`config.mk`:
```
export PLATFORM = sky130hd
export DESIGN_NAME = alu_serial_ctrl
export DESIGN_NICKNAME = d
export VERILOG_FILES = /design/src/rtl/alu_serial_ctrl.sv
export SDC_FILE = /design/constraint.sdc
export NUM_CORES = 1
export LEC_CHECK = 0
export CAP_MARGIN = 0
export CORE_ASPECT_RATIO = 1.5
export CORE_UTILIZATION = 35
export DETAILED_ROUTE_END_ITERATION = 6
export GPL_TIMING_DRIVEN = 0
export PLACE_DENSITY = 0.68
export REMOVE_ABC_BUFFERS = 1
export SKIP_LAST_GASP = 1
export SYNTH_ARGS = -nofsm -noshare
export SYNTH_HDL_FRONTEND = slang
export SYNTH_SLANG_ARGS = --single-unit
```
`constraint.sdc`:
```
create_clock -name clk -period 2.82 [get_ports clk]
set_input_delay 0.564 -clock clk [delete_from_list [all_inputs] [get_ports clk]]
set_output_delay 0.564 -clock clk [all_outputs]
set_load 0.03 [all_outputs]
```
`src/rtl/alu_serial_ctrl.sv`:
```
// Bit-serial ALU: one full-width ALU operation computed over WIDTH cycles on a 1-bit slice, LSB first.
// Latency: accept edge k, RUN edges k+1..k+WIDTH, done high the cycle after edge k+WIDTH, idle again after one more edge.
// Backpressure: ready only in IDLE; start outside IDLE is ignored, so start held high gives one op per WIDTH+2 cycles.

// One-bit ALU slice: full adder with optional B inversion, plus the bitwise logic functions.
module aluslice (
    input  logic [2:0] command,
    input  logic       a,
    input  logic       b,
    input  logic       cin,
    input  logic       invtb,
    output logic       res,
    output logic       cout
);
    logic bb;
    logic sum;

    assign bb   = b ^ invtb;
    assign sum  = a ^ bb ^ cin;
    assign cout = (a & bb) | (a & cin) | (bb & cin);

    // Select the slice result; ADD, SUB and SLT all emit the sum bit.
    always_comb begin
        res = sum;
        case (command)
            3'b010:  res = a ^ b;
            3'b100:  res = a & b;
            3'b101:  res = ~(a & b);
            3'b110:  res = ~(a | b);
            3'b111:  res = a | b;
            default: res = sum;
        endcase
    end
endmodule

module alu_serial_ctrl #(
    parameter int WIDTH = 32
) (
    input  logic             clk,
    input  logic             reset,
    input  logic             start,
    input  logic [2:0]       command,
    input  logic [WIDTH-1:0] a,
    input  logic [WIDTH-1:0] b,
    output logic             ready,
    output logic             done,
    output logic [WIDTH-1:0] result,
    output logic             carryout,
    output logic             overflow,
    output logic             zero
);
    localparam int IW = (WIDTH > 2) ? $clog2(WIDTH) : 1;

    localparam logic [2:0] CMD_ADD = 3'b000;
    localparam logic [2:0] CMD_SUB = 3'b001;
    localparam logic [2:0] CMD_SLT = 3'b011;

    typedef enum logic [1:0] {
        S_IDLE = 2'd0,
        S_RUN  = 2'd1,
        S_DONE = 2'd2
    } state_t;

    state_t           state_q, state_d;
    logic [IW-1:0]    idx_q, idx_d;
    logic [WIDTH-1:0] a_q, a_d;
    logic [WIDTH-1:0] b_q, b_d;
    logic [2:0]       cmd_q, cmd_d;
    logic             carry_q, carry_d;
    logic [WIDTH-2:0] acc_q, acc_d;
    logic [WIDTH-1:0] result_q, result_d;
    logic             carryout_q, carryout_d;
    logic             overflow_q, overflow_d;
    logic             zero_q, zero_d;

    logic             invtb;
    logic             slice_res;
    logic             slice_cout;
    logic             arith;
    logic             cmsb;
    logic             ovf;
    logic [WIDTH-1:0] shifted;
    logic [WIDTH-1:0] final_res;

    // Operands are shifted right each RUN cycle, so bit 0 is always the current bit.
    assign invtb = (cmd_q == CMD_SUB) || (cmd_q == CMD_SLT);
    assign arith = (cmd_q == CMD_ADD) || invtb;
    assign cmsb  = carry_q;
    assign ovf   = slice_cout ^ cmsb;

    aluslice u_slice (
        .command (cmd_q),
        .a       (a_q[0]),
        .b       (b_q[0]),
        .cin     (carry_q),
        .invtb   (invtb),
        .res     (slice_res),
        .cout    (slice_cout)
    );

    // Next-state and datapath: latch on accept, step one bit per RUN cycle, publish flags on the last bit.
    always_comb begin
        state_d    = state_q;
        idx_d      = idx_q;
        a_d        = a_q;
        b_d        = b_q;
        cmd_d      = cmd_q;
        carry_d    = carry_q;
        acc_d      = acc_q;
        result_d   = result_q;
        carryout_d = carryout_q;
        overflow_d = overflow_q;
        zero_d     = zero_q;
        shifted    = {slice_res, acc_q};
        final_res  = shifted;

        case (state_q)
            S_IDLE: begin
                if (start) begin
                    a_d     = a;
                    b_d     = b;
                    cmd_d   = command;
                    idx_d   = '0;
                    carry_d = (command == CMD_SUB) || (command == CMD_SLT);
                    state_d = S_RUN;
                end
            end
            S_RUN: begin
                a_d     = a_q >> 1;
                b_d     = b_q >> 1;
                carry_d = slice_cout;
                acc_d   = shifted[WIDTH-1:1];
                idx_d   = idx_q + IW'(1);
                if (idx_q == IW'(WIDTH - 1)) begin
                    // SLT replaces the difference with the true signed less-than bit.
                    if (cmd_q == CMD_SLT) begin
                        final_res    = '0;
                        final_res[0] = slice_res ^ ovf;
                    end
                    result_d   = final_res;
                    carryout_d = arith ? slice_cout : 1'b0;
                    overflow_d = arith ? ovf : 1'b0;
                    zero_d     = (final_res == '0);
                    idx_d      = '0;
                    state_d    = S_DONE;
                end
            end
            S_DONE: begin
                state_d = S_IDLE;
            end
            default: begin
                state_d = S_IDLE;
            end
        endcase
    end

    // State register; reset aborts any operation in flight.
    always_ff @(posedge clk) begin
        if (reset) begin
            state_q <= S_IDLE;
        end else begin
            state_q <= state_d;
        end
    end

    // Datapath and output registers.
    always_ff @(posedge clk) begin
        if (reset) begin
            idx_q      <= '0;
            a_q        <= '0;
            b_q        <= '0;
            cmd_q      <= '0;
            carry_q    <= 1'b0;
            acc_q      <= '0;
            result_q   <= '0;
            carryout_q <= 1'b0;
            overflow_q <= 1'b0;
            zero_q     <= 1'b0;
        end else begin
            idx_q      <= idx_d;
            a_q        <= a_d;
            b_q        <= b_d;
            cmd_q      <= cmd_d;
            carry_q    <= carry_d;
            acc_q      <= acc_d;
            result_q   <= result_d;
            carryout_q <= carryout_d;
            overflow_q <= overflow_d;
            zero_q     <= zero_d;
        end
    end

    assign ready    = (state_q == S_IDLE);
    assign done     = (state_q == S_DONE);
    assign result   = result_q;
    assign carryout = carryout_q;
    assign overflow = overflow_q;
    assign zero     = zero_q;
endmodule

```
# Word-level counts from Yosys, hierarchy flattened
# Index checks and enable logic that the tools add are counted.
[classes]
n_eq_ne = 14
n_reduce_logical = 11
n_addsub = 1
n_bitwise = 15
mux = 18
[op_table]
columns = ["op", "count"]
rows = [
  ["$mux W32", 5],
  ["$pmux W32 S2", 2],
  ["$logic_not A32 Y1", 1],
  ["$eq A3 B3 Y1 const B", 4],
  ["$mux W5", 2],
  ["$pmux W5 S2", 1],
  ["$eq A3 B2 Y1 const B", 3],
  ["$reduce_and A2 Y1", 4],
  ["$eq A3 B1 Y1 const B", 2],
  ["$xor A1 B1 Y1", 6],
  ["$add A5 B1 Y5 const B", 1],
  ["$eq A5 B5 Y1 const B", 1],
  ["$pmux W1 S5", 1],
  ["$and A1 B1 Y1", 4],
  ["$mux W2", 2],
  ["$ne A2 B2 Y1 const B", 2],
  ["$pmux W2 S2", 1],
  ["$logic_not A3 Y1", 1],
  ["$logic_or A1 B1 Y1", 3],
  ["$mux W1", 3],
  ["$or A1 B1 Y1", 3],
  ["$eq A2 B1 Y1 const B", 1],
  ["$eq A2 B2 Y1 const B", 1],
  ["$logic_not A2 Y1", 1],
  ["other kinds (3)", 4],
]
[totals]
register_bits = 141
elab_cells = 70
inputBits = 70

# Depth between registers and ports, before layout
# Gate-level depths: netlist of run 1.
[depth]
ltp_word = 12
ltp_mapped = 8
ltp_nobuf = 7

# Modules after synthesis
# A second synthesis of run 1 with hierarchy kept.
[hier_totals]
hier_cells = 702
area_unflattened_um2 = 5701.7
[by_module_without_submodules]
columns = ["module", "seq_area_each_um2", "cells_each", "area_per_inst_um2", "instances"]
rows = [
  ["alu_serial_ctrl", 2822.7, 685, 5566.6, 1],
  ["aluslice", 0.0, 17, 135.1, 1],
]

# Least setup slack after synthesis of run 1
# Ideal clock, no wire load.
[synth_timing]
kind = "flip-flop to flip-flop"
from = "register cmd_q[0]"
to = "register result_q[0], in the netlist result[0]"
setup_ns = 0.086
stages_incl_launch_ff = 9
t_required_ns = 2.734
path_buffers = 1
t_arrival_ns = 1.985
path_slack_ns = 0.750
period_less_slack_ns = 2.070
path_cell_list = "dfxtp_1 > buf_4 > and2b_1 > xnor2_1 > fa_1 > xnor2_1 > a2111oi_0 > nor2_1 > a211oi_1"
[synth_via]
elab_chain_cells = 11
elab_cells_between_ends = 21
cone_classes = "eq/ne: 7; mux: 4; bitwise: 9; reduce/logical: 1"
[synth_rtl]
columns = ["item", "line_no", "rtl"]
rows = [
  ["start: declaration", "68", "logic [2:0] cmd_q, cmd_d;"],
  ["start signal: assignment", "183", "cmd_q <= cmd_d;"],
  ["$eq A3 B1 Y1 or $eq A3 B2 Y1 (tied branches)", "86, 136", ""],
  ["$logic_or A1 B1 Y1", "86", "assign invtb = (cmd_q == CMD_SUB) || (cmd_q == CMD_SLT);"],
  ["$xor A1 B1 Y1", "18", "assign bb = b ^ invtb;"],
  ["$and A1 B1 Y1", "20", "assign cout = (a & bb) | (a & cin) | (bb & cin);"],
  ["$or A1 B1 Y1 (2 in a row)", "20", ""],
  ["$xor A1 B1 Y1", "89", "assign ovf = slice_cout ^ cmsb;"],
  ["$xor A1 B1 Y1", "138", "final_res[0] = slice_res ^ ovf;"],
  ["$mux W32 *", "136", "if (cmd_q == CMD_SLT) begin"],
  ["$mux W32 *", "134", "if (idx_q == IW'(WIDTH - 1)) begin"],
  ["$mux W32 *", "117", "case (state_q)"],
  ["end signal: assignment", "186", "result_q <= result_d;"],
  ["end: declaration", "71", "logic [WIDTH-1:0] result_q, result_d;"],
]
# Every way passes the cells marked *; elsewhere a longest branch is shown, timed or not. The select of a mux whose other input is x is not followed.
# A chain may end at the register's enable or synchronous reset.

# Worst setup path in the final report of run 1
[layout_timing]
from = "register cmd_q[2]"
to = "register result_q[0], in the netlist result[0]"
# Same word-level chain as after synthesis.

==> impl_metrics.env, run 1 <==
export IMPL_holdWs_ns=0.467
export IMPL_critical_path_most_common_cell="xnor2_1"
export IMPL_grt_first_pass_wirelength_microns=22300
export IMPL_drtAntennaViolNets=0
export IMPL_synth_ff_type="dfxtp_1"
export IMPL_status="finished, final reports clean"
export IMPL_gr_total_overflow=0
export IMPL_grt_setup_unrepaired="false"
export IMPL_holdPathStages=2
export IMPL_nNetsFinal=859
export IMPL_path_delay_family="compound AO/OA/AOI/OAI gates"
export IMPL_via_per_inst=5.12
export IMPL_antenna_found_initial=0
export IMPL_synth_top_area_share_pct=49.4
export IMPL_vdd_drop_max_uv=290
export IMPL_wl_per_cell_microns=13.2
export IMPL_power_density_mw_per_mm2=639
export IMPL_clock_path_buffers=2
export IMPL_cpPeakStageDelay_ns=0.55
export IMPL_crit_reg2reg_launch="cmd_q[2]$_SDFFE_PP0P_"
export IMPL_synth_edf_count=0
export IMPL_die_area_sq_mm=0.0169
export IMPL_hold_end="b_q[31]$_SDFFE_PP0P_"
export IMPL_syn_to_final_growth_pct=32.2
export IMPL_ys_top_cells_by_count="199 x nand2_1, 141 x dfxtp_1, 108 x nor2_1"
export IMPL_fmaxAchievable_mhz=414
export IMPL_path_cells="and2b_1 > xnor2_1 > fa_1 > xnor2_1 > a2111oi_0 > nor2_1 > a211oi_1"
export IMPL_ys_top_cells_by_area="dfxtp_1 49%, nand2_1 13%, a311oi_1 9.5%"
export IMPL_hold_violations=0
export IMPL_start_kind="flop"
export IMPL_num_vias=5113
export IMPL_cp_slowest_cell="a2111oi_0"
export IMPL_synthArstFlopShare_pct=0
export IMPL_drc=0
export IMPL_min_period_over_period_pct=85.7
export IMPL_core_area_sq_mm=0.0158
export IMPL_ys_seq_area_share_pct=49.4
export IMPL_setup_tns_ns=0
export IMPL_row_count=56
export IMPL_startpoint="cmd_q[2]$_SDFFE_PP0P_"
export IMPL_cp_depth=7
export IMPL_ys_ff_latch=141
export IMPL_dieHeight_microns=159
export IMPL_synth_most_common_cell="nand2_1"
export IMPL_critPathKind="flop to flop"
export IMPL_cp_end_kind="flop"
export IMPL_ys_warn_count=0
export IMPL_fillers=1539
export IMPL_synth_area_sq_mm=0.00572
export IMPL_slew_violations=0
export IMPL_hpwl_microns=8470
export IMPL_critPathMaxFanout=8
export IMPL_cts_num_sinks=141
export IMPL_clock_latency_ns=0.41
export IMPL_numPortBuffers=106
export IMPL_place_inst=967
export IMPL_synth_top_area_cell="dfxtp_1"
export IMPL_first_global_vias=4759
export IMPL_die_x_microns=106
export IMPL_clk_pin_slew_ns=0.06
export IMPL_min_from="b_q[31]$_SDFFE_PP0P_"
export IMPL_post_layout_nonfiller_instances=999
export IMPL_synthCells=709
export IMPL_reg2reg_to="result[0]$_SDFFE_PP0P_"
export IMPL_period_needed_ns=2.42
export IMPL_required_ns=3.14
export IMPL_ctsHoldBuffers=0
export IMPL_root_buffer="clkbuf_16"
export IMPL_cts_tree="done"
export IMPL_setup_viol=0
export IMPL_leakage_nw=2.71
export IMPL_place_gp_congestion=0.729
export IMPL_start_util_pct=36.1
export IMPL_io_pins=107
export IMPL_maxSlewHeadroom_pct=45.1
export IMPL_clock_skew_ns=0.00845
export IMPL_grt_max_degree=88
export IMPL_first_pass_iters=4
export IMPL_cts_buffers=17
export IMPL_worstPathArrival_ns=2.74
export IMPL_cts_max_level=4
export IMPL_place_ws_ns=-0.256
export IMPL_n_antenna_cell=0
export IMPL_ff2ff_path_depth=7
export IMPL_drt_iter0_drc=229
export IMPL_rrSetupSlack_ns=0.40
export IMPL_fin_ws_ns=0.403
export IMPL_tightest_slew_ns=0.824
export IMPL_timing_max_cap_violations=0
export IMPL_routed_wl_microns=13200
export IMPL_power_mw=4.83
export IMPL_yosysUniqueCellTypes=41
export IMPL_synth_avg_cell_area_sq_um=8.06
export IMPL_drive_gt1_share_pct=6.16
export IMPL_path_buf_inv=0
export IMPL_holdCritPathClass="flop to flop"
export IMPL_grt_use_total_pct=16.3
==> per-stage QoR <==
step,area [sq um],utilization (%)
floorplan,5440,-
global placement,6750,42.6
detailed placement,6980,44.1
CTS,7560,47.7
global route,7560,47.7
finish,7560,47.7
==> state kept, by name, indices dropped and copies added (netlist names) <==
register and count:
result 32, acc_q 31, carry_q 1, a_q 32
cmd_q 3, carryout 1, zero 1, state_q 2
overflow 1, idx_q 5, b_q 32
==> how the worst max path moves through the flow <==
stage                              end  slack, ns
6_report        result[0]$_SDFFE_PP0P_       0.40
5_1_grt        result[21]$_SDFFE_PP0P_       0.26
4_1_cts        result[23]$_SDFFE_PP0P_       0.41
3_5_place_dp   result[25]$_SDFFE_PP0P_      -0.26
3_3_place_gp     idx_q[3]$_SDFFE_PP0P_      -2.98
2_1_floorplan    idx_q[3]$_SDFFE_PP0P_      -1.18
==> worst register-to-register path, cell delays in order (launching register included) <==
cell,delay (ns)
dfxtp_1,0.46
and2b_1,0.22
xnor2_1,0.14
fa_1,0.45
xnor2_1,0.18
a2111oi_0,0.55
nor2_1,0.12
a211oi_1,0.20
==> kinds of logic (layout without fill, tap and decap cells) <==
logic type                 Yosys count  count (layout)  synth area share (%)
xor gates and xnor gates             2               2                 0.307
muxes                                2               2                 0.372
DFF                                141             141                  49.4
adders and majority gates            5               5                  1.23
AOI/OAI and AO/OA                  149             149                  19.0
buffers and inverters               66             153                  5.21
and+or+nand+nor                    344             344                  24.5
==> cells in the final DEF, fill, tap and decap left out, drive strengths merged, types with 7 or more instances in the layout <==
cell type / instances
nand2: 199
buf: 12
a21oi: 45
nor4: 8
clkdlybuf4s50: 105
a311oi: 62
clkbuf: 18
inv: 7
nor2: 108
a22oi: 30
dfxtp: 141
==> where the power goes <==
group	switching, mW	total, mW	internal [mW]	leakage [nW]
sequential	0.0571	2.15	2.09	1.15
clock	0.881	2.18	1.30	0.273
combinational	0.268	0.501	0.233	1.29
total	1.21	4.83	3.63	2.71
==> timing repair <==
| item | CTS | global route |
|---|---|---|
| setup endpoints to repair | 31 | 0 |
| setup buffers | 1 | 0 |
| resized for setup | 1 | 0 |
==> layout make-up <==
cell class              count  area [sq um]  area share [%]
clock buffers              18           429            5.68
clock inverters            13           141            1.87
inverters                   5          18.8           0.248
multi-input cells         502          2620            34.7
flip-flops and latches    141          2820            37.3
well taps                 203           254            3.36
repair buffers            117          1270            16.8
==> per-layer routing <==
| layer | global-route usage [%] | up-vias | wire, microns |
|---|---|---|---|
| met5 | 0 | - | 0 |
| met4 | 5.16 | 0 | 121 |
| met3 | 3.48 | 11 | 448 |
| met2 | 29.1 | 108 | 6770 |
| met1 | 19.4 | 2386 | 5860 |
| li1 | - | 2608 | - |
Power figures use the tool's default switching activity.
==> run 2: changes to the inputs <==
Settings changed: CORE_UTILIZATION 35 to 52, PLACE_DENSITY 0.68 to 0.91.
==> impl_metrics.env, run 2 (synthesis results as in run 1) <==
export IMPL_holdCritPathClass="flop to flop"
export IMPL_via_per_inst=5.70
export IMPL_place_gp_congestion=0.813
export IMPL_cts_max_level=4
export IMPL_vdd_drop_max_uv=473
export IMPL_setup_tns_ns=0
export IMPL_mostFrequentLayoutCells="198 x nand2_1, 141 x dfxtp_1, 107 x nor2_1"
export IMPL_drt_iter0_drc=357
export IMPL_drc=2
export IMPL_switching_power_mw=1.16
export IMPL_cts_num_sinks=141
export IMPL_num_vias=5372
export IMPL_clk_pin_slew_ns=0.06
export IMPL_ff2ff_path_depth=7
export IMPL_pwr_share_comb_pct=10.3
export IMPL_row_count=46
export IMPL_syn_to_final_growth_pct=32.0
export IMPL_die_x_microns=87.6
export IMPL_io_pins=107
export IMPL_clock_path_buffers=2
export IMPL_critPathKind="flop to flop"
export IMPL_root_buffer="clkbuf_16"
export IMPL_holdPathStages=2
export IMPL_timing_max_cap_violations=0
export IMPL_nNetsFinal=861
export IMPL_slew_violations=0
export IMPL_numPortBuffers=106
export IMPL_p_int_mw=3.79
export IMPL_cts_tree="done"
export IMPL_core_area_sq_mm=0.0106
export IMPL_hold_end="a_q[31]$_SDFFE_PP0P_"
export IMPL_grt_use_total_pct=25.0
export IMPL_wl_per_cell_microns=14.4
export IMPL_status="finished with violations"
export IMPL_grt_max_degree=86
export IMPL_min_period_over_period_pct=88.1
export IMPL_period_needed_ns=2.48
export IMPL_power_frac_clock_pct=46.1
export IMPL_start_kind="flop"
export IMPL_ctsHoldBuffers=0
export IMPL_place_inst=907
export IMPL_rrSetupSlack_ns=0.34
export IMPL_clock_latency_ns=0.42
export IMPL_grt_first_pass_wirelength_microns=22700
export IMPL_die_area_sq_mm=0.0114
export IMPL_antenna_found_initial=0
export IMPL_gr_total_overflow=0
export IMPL_routed_wl_microns=13600
export IMPL_violations="DRC"
export IMPL_worstPathArrival_ns=2.80
export IMPL_dieHeight_microns=130
export IMPL_clock_skew_ns=0.00985
export IMPL_fmaxAchievable_mhz=403
export IMPL_setup_viol=0
export IMPL_seqPwrFrac_pct=43.6
export IMPL_cp_end_kind="flop"
export IMPL_critPathMaxFanout=8
export IMPL_drtAntennaViolNets=0
export IMPL_first_pass_iters=7
export IMPL_first_global_vias=5032
export IMPL_leakage_nw=2.74
export IMPL_crit_reg2reg_launch="cmd_q[2]$_SDFFE_PP0P_"
export IMPL_start_util_pct=53.7
export IMPL_post_layout_nonfiller_instances=943
export IMPL_drive_gt1_share_pct=6.38
export IMPL_hold_violations=0
export IMPL_p_sw_share_pct=23.5
export IMPL_required_ns=3.14
export IMPL_grt_setup_unrepaired="false"
export IMPL_mostFrequentLayoutCell="nand2_1"
export IMPL_maxSlewHeadroom_pct=43.5
export IMPL_tightest_slew_ns=0.847
export IMPL_n_antenna_cell=0
export IMPL_power_density_mw_per_mm2=656
export IMPL_reg2reg_to="result[0]$_SDFFE_PP0P_"
export IMPL_cts_buffers=17
export IMPL_hpwl_microns=9020
export IMPL_min_from="a_q[31]$_SDFFE_PP0P_"
[run 2: repair_timing]
item | in CTS | in global routing
setup buffers | 0 | 4
endpoints found under the setup margin | 22 | 24
resized for setup | 1 | 0
[run 2: worst max path at each step]
stage | from | to | slack [ns] | cells after the start
floorplan | state_q[1]$_SDFFE_PP0P_ | idx_q[3]$_SDFFE_PP0P_ | -1.18 | 4
finish | cmd_q[2]$_SDFFE_PP0P_ | result[0]$_SDFFE_PP0P_ | 0.34 | 7
global placement | state_q[1]$_SDFFE_PP0P_ | idx_q[3]$_SDFFE_PP0P_ | -2.53 | 4
global route | cmd_q[2]$_SDFFE_PP0P_ | result[0]$_SDFFE_PP0P_ | 0.17 | 7
CTS | idx_q[0]$_SDFFE_PP0P_ | result[13]$_SDFFE_PP0P_ | 0.02 | 8
detailed placement | idx_q[0]$_SDFFE_PP0P_ | result[14]$_SDFFE_PP0P_ | -0.1 | 8
[run 2: through the flow]
step	utilization [%]	total power, mW	setup slack [ns]	hold slack (ns)	instance area (sq um)
5_1_grt	70.9	5.13	0.168	0.491	7550
3_5_place_dp	64.8	2.70	-0.0999	0.462	6900
2_1_floorplan	-	2.47	-1.18	0.423	5440
4_1_cts	70.6	4.97	0.0194	0.471	7520
6_report	70.9	4.95	0.337	0.468	7550
3_3_place_gp	62.7	2.67	-2.53	0.442	6680
[run 2: per-layer routing]
| metal | GRT usage, % | wire length, microns | vias up |
|---|---|---|---|
| li1 | - | - | 2603 |
| met1 | 28.2 | 5340 | 2554 |
| met2 | 45.5 | 7470 | 193 |
| met3 | 5.09 | 573 | 22 |
| met4 | 10.1 | 240 | 0 |
| met5 | 0 | 0 | - |
[run 2: final cells by class]
| class | count | area [sq um] |
|---|---|---|
| Clock buffer | 22 | 474 |
| Clock inverter | 10 | 138 |
| Fill cell | 768 | 3100 |
| Inverter | 5 | 18.8 |
| Multi-Input combinational cell | 502 | 2620 |
| Sequential cell | 141 | 2820 |
| Tap cell | 144 | 180 |
| Timing Repair Buffer | 119 | 1290 |
[run 2: power groups by stage]
| stage | registers (mW) | clock network (mW) | logic [mW] |
|---|---|---|---|
| 5_1_grt | 2.17 | 2.40 | 0.563 |
| 3_5_place_dp | 2.20 | 0 | 0.508 |
| 4_1_cts | 2.15 | 2.31 | 0.510 |
| 2_1_floorplan | 2.18 | 0 | 0.288 |
| 6_report | 2.16 | 2.28 | 0.510 |
| 3_3_place_gp | 2.19 | 0 | 0.481 |
[run 2: worst max-delay path: stages (launching register included)]
cell and delay [ns]:
dfxtp_1 0.45, and2b_1 0.23, xnor2_1 0.15, fa_1 0.46
xnor2_1 0.18, a2111oi_0 0.56, nor2_1 0.10, a211oi_1 0.25
==> run 3: changes to the inputs <==
Settings changed: MAX_ROUTING_LAYER set to met4.
==> impl_metrics.env, run 3 (synthesis results as in run 1) <==
export IMPL_holdCritPathClass="flop to flop"
export IMPL_place_gp_congestion=0.825
export IMPL_via_per_inst=5.67
export IMPL_crit_reg2reg_launch="cmd_q[2]$_SDFFE_PP0P_"
export IMPL_clock_latency_ns=0.42
export IMPL_mostFrequentLayoutCells="198 x nand2_1, 141 x dfxtp_1, 107 x nor2_1"
export IMPL_mostFrequentLayoutCell="nand2_1"
export IMPL_gr_total_overflow=0
export IMPL_clock_path_buffers=2
export IMPL_cp_depth=7
export IMPL_clock_skew_ns=0.00518
export IMPL_ff2ff_path_depth=7
export IMPL_fmaxAchievable_mhz=402
export IMPL_slew_violations=0
export IMPL_power_mw=4.95
export IMPL_rrSetupSlack_ns=0.33
export IMPL_path_buf_inv=0
export IMPL_drive_gt1_share_pct=6.38
export IMPL_first_global_vias=5007
export IMPL_cpPeakStageDelay_ns=0.56
export IMPL_power_density_mw_per_mm2=656
export IMPL_die_area_sq_mm=0.0114
export IMPL_drtAntennaViolNets=0
export IMPL_antenna_found_initial=0
export IMPL_grt_max_degree=86
export IMPL_die_x_microns=87.6
export IMPL_min_period_over_period_pct=88.3
export IMPL_cts_buffers=17
export IMPL_num_vias=5347
export IMPL_leakage_nw=2.74
export IMPL_period_needed_ns=2.49
export IMPL_root_buffer="clkbuf_16"
export IMPL_status="finished, final reports clean"
export IMPL_cp_end_kind="flop"
export IMPL_nNetsFinal=861
export IMPL_holdWs_ns=0.468
export IMPL_hpwl_microns=9020
export IMPL_critPathKind="flop to flop"
export IMPL_reg2reg_to="result[0]$_SDFFE_PP0P_"
export IMPL_fillers=768
export IMPL_core_area_sq_mm=0.0106
export IMPL_startpoint="cmd_q[2]$_SDFFE_PP0P_"
export IMPL_start_kind="flop"
export IMPL_grt_use_total_pct=25.8
export IMPL_cp_slowest_cell="a2111oi_0"
export IMPL_path_delay_family="compound AO/OA/AOI/OAI gates"
export IMPL_hold_violations=0
export IMPL_first_pass_iters=5
export IMPL_io_pins=107
export IMPL_drc=0
export IMPL_start_util_pct=53.7
export IMPL_ctsHoldBuffers=0
export IMPL_grt_first_pass_wirelength_microns=22700
export IMPL_tightest_slew_ns=0.857
export IMPL_cp_endpoint="result[0]$_SDFFE_PP0P_"
export IMPL_setup_viol=0
export IMPL_dieHeight_microns=130
export IMPL_row_count=46
export IMPL_critical_path_most_common_cell="xnor2_1"
export IMPL_syn_to_final_growth_pct=32.0
export IMPL_cts_num_sinks=141
export IMPL_cts_max_level=4
export IMPL_drt_iter0_drc=345
export IMPL_clk_pin_slew_ns=0.06
export IMPL_numPortBuffers=106
export IMPL_critPathMaxFanout=8
export IMPL_maxSlewHeadroom_pct=42.9
export IMPL_path_cells="and2b_1 > xnor2_1 > fa_1 > xnor2_1 > a2111oi_0 > nor2_1 > a211oi_1"
export IMPL_wl_per_cell_microns=14.4
export IMPL_routed_wl_microns=13600
export IMPL_timing_max_cap_violations=0
export IMPL_required_ns=3.14
export IMPL_vdd_drop_max_uv=475
export IMPL_cts_tree="done"
export IMPL_worstPathArrival_ns=2.81
export IMPL_n_antenna_cell=0
export IMPL_grt_setup_unrepaired="false"
run 3: cell type report:
cell class                 count  area [sq um]  share of cell area [%]
clock buffer                  22           474                    6.28
clock inverter                10           138                    1.82
inverter                       5          18.8                   0.249
multi-input combinational    502          2620                    34.7
sequential                   141          2820                    37.4
tap                          144           180                    2.39
timing repair buffer         119          1290                    17.1
run 3: layer usage:
| metal | share of wire, % | GRT usage (%) | wire, microns |
|---|---|---|---|
| met5 | 0 | - | 0 |
| met4 | 1.7 | 9.26 | 227 |
| met3 | 4.5 | 5.53 | 609 |
| met2 | 55 | 45.3 | 7450 |
| met1 | 39 | 28.5 | 5330 |
run 3: worst min path at each step:
stage / to / depth (start not counted) / startpoint / slack, ns
after floorplan: idx_q[3]$_SDFFE_PP0P_ / 1 / idx_q[3]$_SDFFE_PP0P_ / 0.42
after global placement: idx_q[3]$_SDFFE_PP0P_ / 1 / idx_q[3]$_SDFFE_PP0P_ / 0.44
after detailed placement: a_q[31]$_SDFFE_PP0P_ / 2 / a_q[31]$_SDFFE_PP0P_ / 0.46
after CTS: a_q[31]$_SDFFE_PP0P_ / 2 / a_q[31]$_SDFFE_PP0P_ / 0.47
after global routing: a_q[31]$_SDFFE_PP0P_ / 2 / a_q[31]$_SDFFE_PP0P_ / 0.49
final: a_q[31]$_SDFFE_PP0P_ / 2 / a_q[31]$_SDFFE_PP0P_ / 0.47
run 3: through the flow:
stage	cell area [sq um]	std cells	setup TNS (ns)	utilization [%]	worst slack (ns)
6_report	7550	943	0	70.9	0.330
5_1_grt	7550	943	0	70.9	0.168
4_1_cts	7520	939	0	70.6	0.0194
3_5_place_dp	6900	907	-1.78	64.8	-0.0999
3_3_place_gp	6680	898	-285.51	62.7	-2.53
2_1_floorplan	5440	648	-113.08	-	-1.18
run 3: repair_timing:
action / 4_1_cts / 5_1_grt
gates resized for setup: 1 / 0
setup endpoints to repair: 22 / 24
buffers inserted: 0 / 4
endpoints found under the hold margin: 0 / 0
run 3: report_power, final:
group	leakage, nW	switching, mW	internal, mW
Combinational	1.29	0.275	0.236
Clock	0.296	0.826	1.46
Sequential	1.15	0.0626	2.09
Total	2.74	1.16	3.79
run 3: worst register-to-register path, stage by stage, from the launching register on:
cell	delay (ns)
dfxtp_1	0.45
and2b_1	0.23
xnor2_1	0.15
fa_1	0.46
xnor2_1	0.18
a2111oi_0	0.56
nor2_1	0.11
a211oi_1	0.25
